**src/rtl/spi_master_core.sv**
```systemverilog
// Single-byte SPI master, mode 0, full duplex; MSB first by default.
// Optional SPI_MASTER_LSB_FIRST_EN: shift LSB first on both directions.
// Ports: clk, reset (sync, active high), start, tx_data[7:0] in;
//   rx_data[7:0], tx_ready, done, sclk, mosi out; miso in.
module spi_master_core #(
  parameter int SCLK_HALF = 50
) (
  input  logic       clk,
  input  logic       reset,
  input  logic       start,
  input  logic [7:0] tx_data,
  output logic [7:0] rx_data,
  output logic       tx_ready,
  output logic       done,
  output logic       sclk,
  output logic       mosi,
  input  logic       miso
);

  localparam int CW =
    (SCLK_HALF > 1) ? $clog2(SCLK_HALF) : 1;
  localparam logic [CW-1:0] HALF_MAX =
    CW'(SCLK_HALF - 1);

  typedef enum logic [1:0] {
    IDLE,
    LOW,
    HIGH,
    DONE
  } state_t;

  state_t        state;
  state_t        state_nx;
  logic [CW-1:0] half_cnt;
  logic [2:0]    bit_cnt;
  logic [7:0]    sh_out;
  logic [7:0]    sh_in;
  logic          half_end;
  logic          out_bit;

  assign half_end = (half_cnt == HALF_MAX);

`ifdef SPI_MASTER_LSB_FIRST_EN
  assign out_bit = sh_out[0];
`else
  assign out_bit = sh_out[7];
`endif

  always_comb begin
    state_nx = state;
    tx_ready = 1'b0;
    done     = 1'b0;
    sclk     = 1'b0;
    mosi     = 1'b0;
    unique case (state)
      IDLE: begin
        tx_ready = 1'b1;
        if (start) state_nx = LOW;
      end
      LOW: begin
        mosi = out_bit;
        if (half_end) state_nx = HIGH;
      end
      HIGH: begin
        sclk = 1'b1;
        mosi = out_bit;
        if (half_end)
          state_nx = (bit_cnt == 3'd7) ? DONE : LOW;
      end
      DONE: begin
        done     = 1'b1;
        state_nx = IDLE;
      end
      default: state_nx = IDLE;
    endcase
  end

  always_ff @(posedge clk) begin
    if (reset) begin
      state    <= IDLE;
      half_cnt <= '0;
      bit_cnt  <= '0;
      sh_out   <= '0;
      sh_in    <= '0;
      rx_data  <= '0;
    end else begin
      state <= state_nx;
      unique case (state)
        IDLE: begin
          half_cnt <= '0;
          if (start) begin
            sh_out  <= tx_data;
            bit_cnt <= '0;
          end
        end
        LOW: begin
          half_cnt <= half_end ? '0 : half_cnt + 1'b1;
          // sclk rising edge: capture miso
          if (half_end) begin
`ifdef SPI_MASTER_LSB_FIRST_EN
            sh_in <= {miso, sh_in[7:1]};
`else
            sh_in <= {sh_in[6:0], miso};
`endif
          end
        end
        HIGH: begin
          half_cnt <= half_end ? '0 : half_cnt + 1'b1;
          if (half_end) begin
            if (bit_cnt == 3'd7) begin
              // visible while done is high
              rx_data <= sh_in;
            end else begin
`ifdef SPI_MASTER_LSB_FIRST_EN
              sh_out <= {1'b0, sh_out[7:1]};
`else
              sh_out <= {sh_out[6:0], 1'b0};
`endif
              bit_cnt <= bit_cnt + 1'b1;
            end
          end
        end
        DONE: half_cnt <= '0;
        default: half_cnt <= '0;
      endcase
    end
  end

endmodule

```
**config.mk**
```make
export PLATFORM = sky130hd
export DESIGN_NAME = spi_master_core
export DESIGN_NICKNAME = d
export VERILOG_FILES = /design/src/rtl/spi_master_core.sv
export SDC_FILE = /design/constraint.sdc
export NUM_CORES = 1
export LEC_CHECK = 0
export ABC_AREA = 0
export CAP_MARGIN = 20
export CORE_MARGIN = 4
export CORE_UTILIZATION = 52
export DETAILED_ROUTE_END_ITERATION = 7
export PLACE_DENSITY = 0.77
export SETUP_SLACK_MARGIN = 0.5
export SYNTH_ARGS = -nofsm -noshare
export SYNTH_HDL_FRONTEND = slang
export SYNTH_SLANG_ARGS = --single-unit
```
**constraint.sdc**
```tcl
create_clock -name clk -period 2.1 [get_ports clk]
set_input_delay 0.42 -clock clk [delete_from_list [all_inputs] [get_ports clk]]
set_output_delay 0.42 -clock clk [all_outputs]
set_load 0.1 [all_outputs]
```
==> flow_metrics.tcl <==
set metrics [dict create \
    core_um2 2810 \
    clk_pin_slew_worst_paths_ns 0.11 \
    critPathBufInv 2 \
    grt_max_degree 30 \
    cts_tree "built" \
    syn_area_um2 1550 \
    grt.overflow.total 0 \
    start_util_pct 55.2 \
    grt_use_total_pct 20.0 \
    required_ns 1.68 \
    fin_crit_sh_pct 83.3 \
    nets 231 \
    post_drt_wl_per_cell_um 18.5 \
    outcome "finished clean" \
    min_period_ns 1.75 \
    pwr_density_cell_nw_per_um2 1260 \
    finalHoldViolCount 0 \
    synthArstFlopShare_pct 0 \
    syn_avg_cell_area_um2 9.22 \
    synth_edf_count 0 \
    synth_seq_cells 35 \
    final_common_cell "dfxtp_1" \
    fin_cells 243 \
    rsz0062_at_grt "true" \
    timing.hold.ws_ns 0.463 \
    cp_cell_sequence "inv_4 > ha_4 > and2_4 > buf_12" \
    dr.first_iter.drc_count 118 \
    die_h_um 62.6 \
    crit_type "reg -> out" \
    nFillCells 163 \
    die_area_um2 3920 \
    hold_class "reg -> reg" \
    num_rows 19 \
    wl_met3_um 296 \
    setup_ws_ns 0.350 \
    place_hpwl_um 2200 \
    tns_ns 0 \
    grt_pass1_vias 1358 \
    cp_slowest_cell "dfxtp_4" \
    dr_wl_met2_um 2300 \
    syn_to_final_growth_pct 46.5 \
    numCtsBuffers 5 \
    final_core_util_pct 80.9 \
    finalSetupViolCount 0 \
    htree_levels 2 \
    fmax_mhz 571 \
    finalInstanceArea_um2 2270 \
    antenna_found_initial 0 \
    final_cell_mix "dfxtp_1, buf_4, a21oi_1" \
    drive_above_1_share_pct 35.4 \
    crit_arrival_ns 1.33 \
    fin_total_pwr_mw 2.86 \
    drt-met1-wl_um 1800 \
    tightestPinTransition_ns 0.421 \
    crit_family "flip-flops" \
    antenna_left 0 \
    dr.pass1.iters 5 \
    top_layer_used "met4" \
    portBuffers 23 \
    floorplan.io_pins 24 \
    synth_warnings 0 \
    grt_pass1_wl_um 6230 \
    max-slew-margin-rel_pct 71.9 \
    clockRootBuffer "clkbuf_4" \
    max-vdd-ir-drop_uv 593 \
    multi_input_area_um2 966 \
    cpPeakStageDelay_ns 0.38 \
    drc 0 \
    maxSlewViolCount 0 \
    gp_congestion 0.768 \
    cp_max_fo 2 \
    synth.distinct_cells 29 \
    synth_ff_type "dfxtp_1" \
    clk_path_buf_depth 2 \
    synth_nets 188 \
    viasPerCell 6.04 \
    num_vias 1467 \
    clock_latency_ns 0.35 \
    antennaDiodeCount 0 \
    p_leak_nw 0.850 \
    cts_hold_buf 0 \
    die_width_um 62.6 \
    syn_inst 168 \
    placed_cells 214 \
    fin_skew_ns 0.0115 \
    ys_seq_area_share_pct 45.2 \
    place_area_um2 1860 \
    cap_violations 0 \
    pre_cts_slack_ns 0.123 \
    clock-sinks 35 \
    cp-start-kind "register" \
    wl_um 4500 \
    seqCellArea_um2 716 \
    endpoint_kind "output port" \
]
==> state kept, by name (all words and copies together) (netlist names) <==
| name | cells |
|---|---|
| rx_data | 8 |
| sh_in | 8 |
| sh_out | 8 |
| half_cnt | 6 |
| bit_cnt | 3 |
| state | 2 |
==> worst paths after layout <==
path | from | end | slack (ns) | cells after the start
worst max-delay path | state[0] | mosi | 0.35 | 4
worst min-delay path | sh_in[7] | sh_in[7] | 0.46 | 2
worst max register to register | state[1] | sh_out[4] | 0.38 | 6
worst min register to register | sh_in[7] | sh_in[7] | 0.46 | 2
==> report_power, final <==
part | total [mW] | internal [mW] | switching, mW
Clock | 0.532 | 0.287 | 0.244
Sequential | 0.850 | 0.770 | 0.0804
Combinational | 1.48 | 0.653 | 0.824
Total | 2.86 | 1.71 | 1.15
==> repair_timing <==
| item | 4_1_cts | 5_1_grt |
|---|---|---|
| endpoints found under the setup margin | 36 | 38 |
| gates resized for setup | 11 | 27 |
| setup buffers | 12 | 7 |
| cloned | 1 | 1 |
| pin swaps | 4 | 8 |
==> Yosys cell counts, types with 2 or more instances <==
cell,instances,area [um2]
xor2_1,2,17.5
buf_2,4,20.0
a21oi_1,22,110
o21ai_0,4,20.0
nand4_1,2,12.5
ha_1,8,100
nand2_1,12,45.0
dfxtp_1,35,701
inv_1,4,15.0
mux2i_1,15,150
and2_1,2,12.5
nor2_1,16,60.1
nand3_1,13,65.1
a311oi_1,7,61.3
or4_1,2,15.0
xnor2_1,2,17.5
clkbuf_1,6,22.5
==> metal layers <==
metal / track usage, % / vias up
li1: - / 693
met1: 23.5 / 691
met2: 33.0 / 71
met4: 9.09 / 0
met5: 0 / -
met3: 6.65 / 12
==> area by class of cell <==
type | count | share of cell area, %
clock inverter | 2 | 1.71
sequential | 35 | 31.5
timing repair buffer | 45 | 19.3
clock buffer | 6 | 2.26
tap | 31 | 1.71
multi-input combinational | 120 | 42.6
inverter | 4 | 0.882
==> logic make-up (layout without fill, tap and decap cells) <==
family                   count (synthesis)  in the layout  share of synthesized area [%]
buffers and inverters                   15             57                           4.20
AND/OR/NAND/NOR                         52             52                           16.6
adder cells (fa/ha/maj)                  8              8                           6.46
multiplexers                            15             15                           9.69
AO/OA/AOI/OAI                           39             41                           15.6
flip-flops                              35             35                           45.2
XOR/XNOR                                 4              4                           2.26
==> tightest hold or removal path, cell delays in order, from the launching register on <==
cell	delay, ns
dfxtp_1	0.33
nand2_1	0.05
a21oi_1	0.05
(Power assumes the default switching activity.)
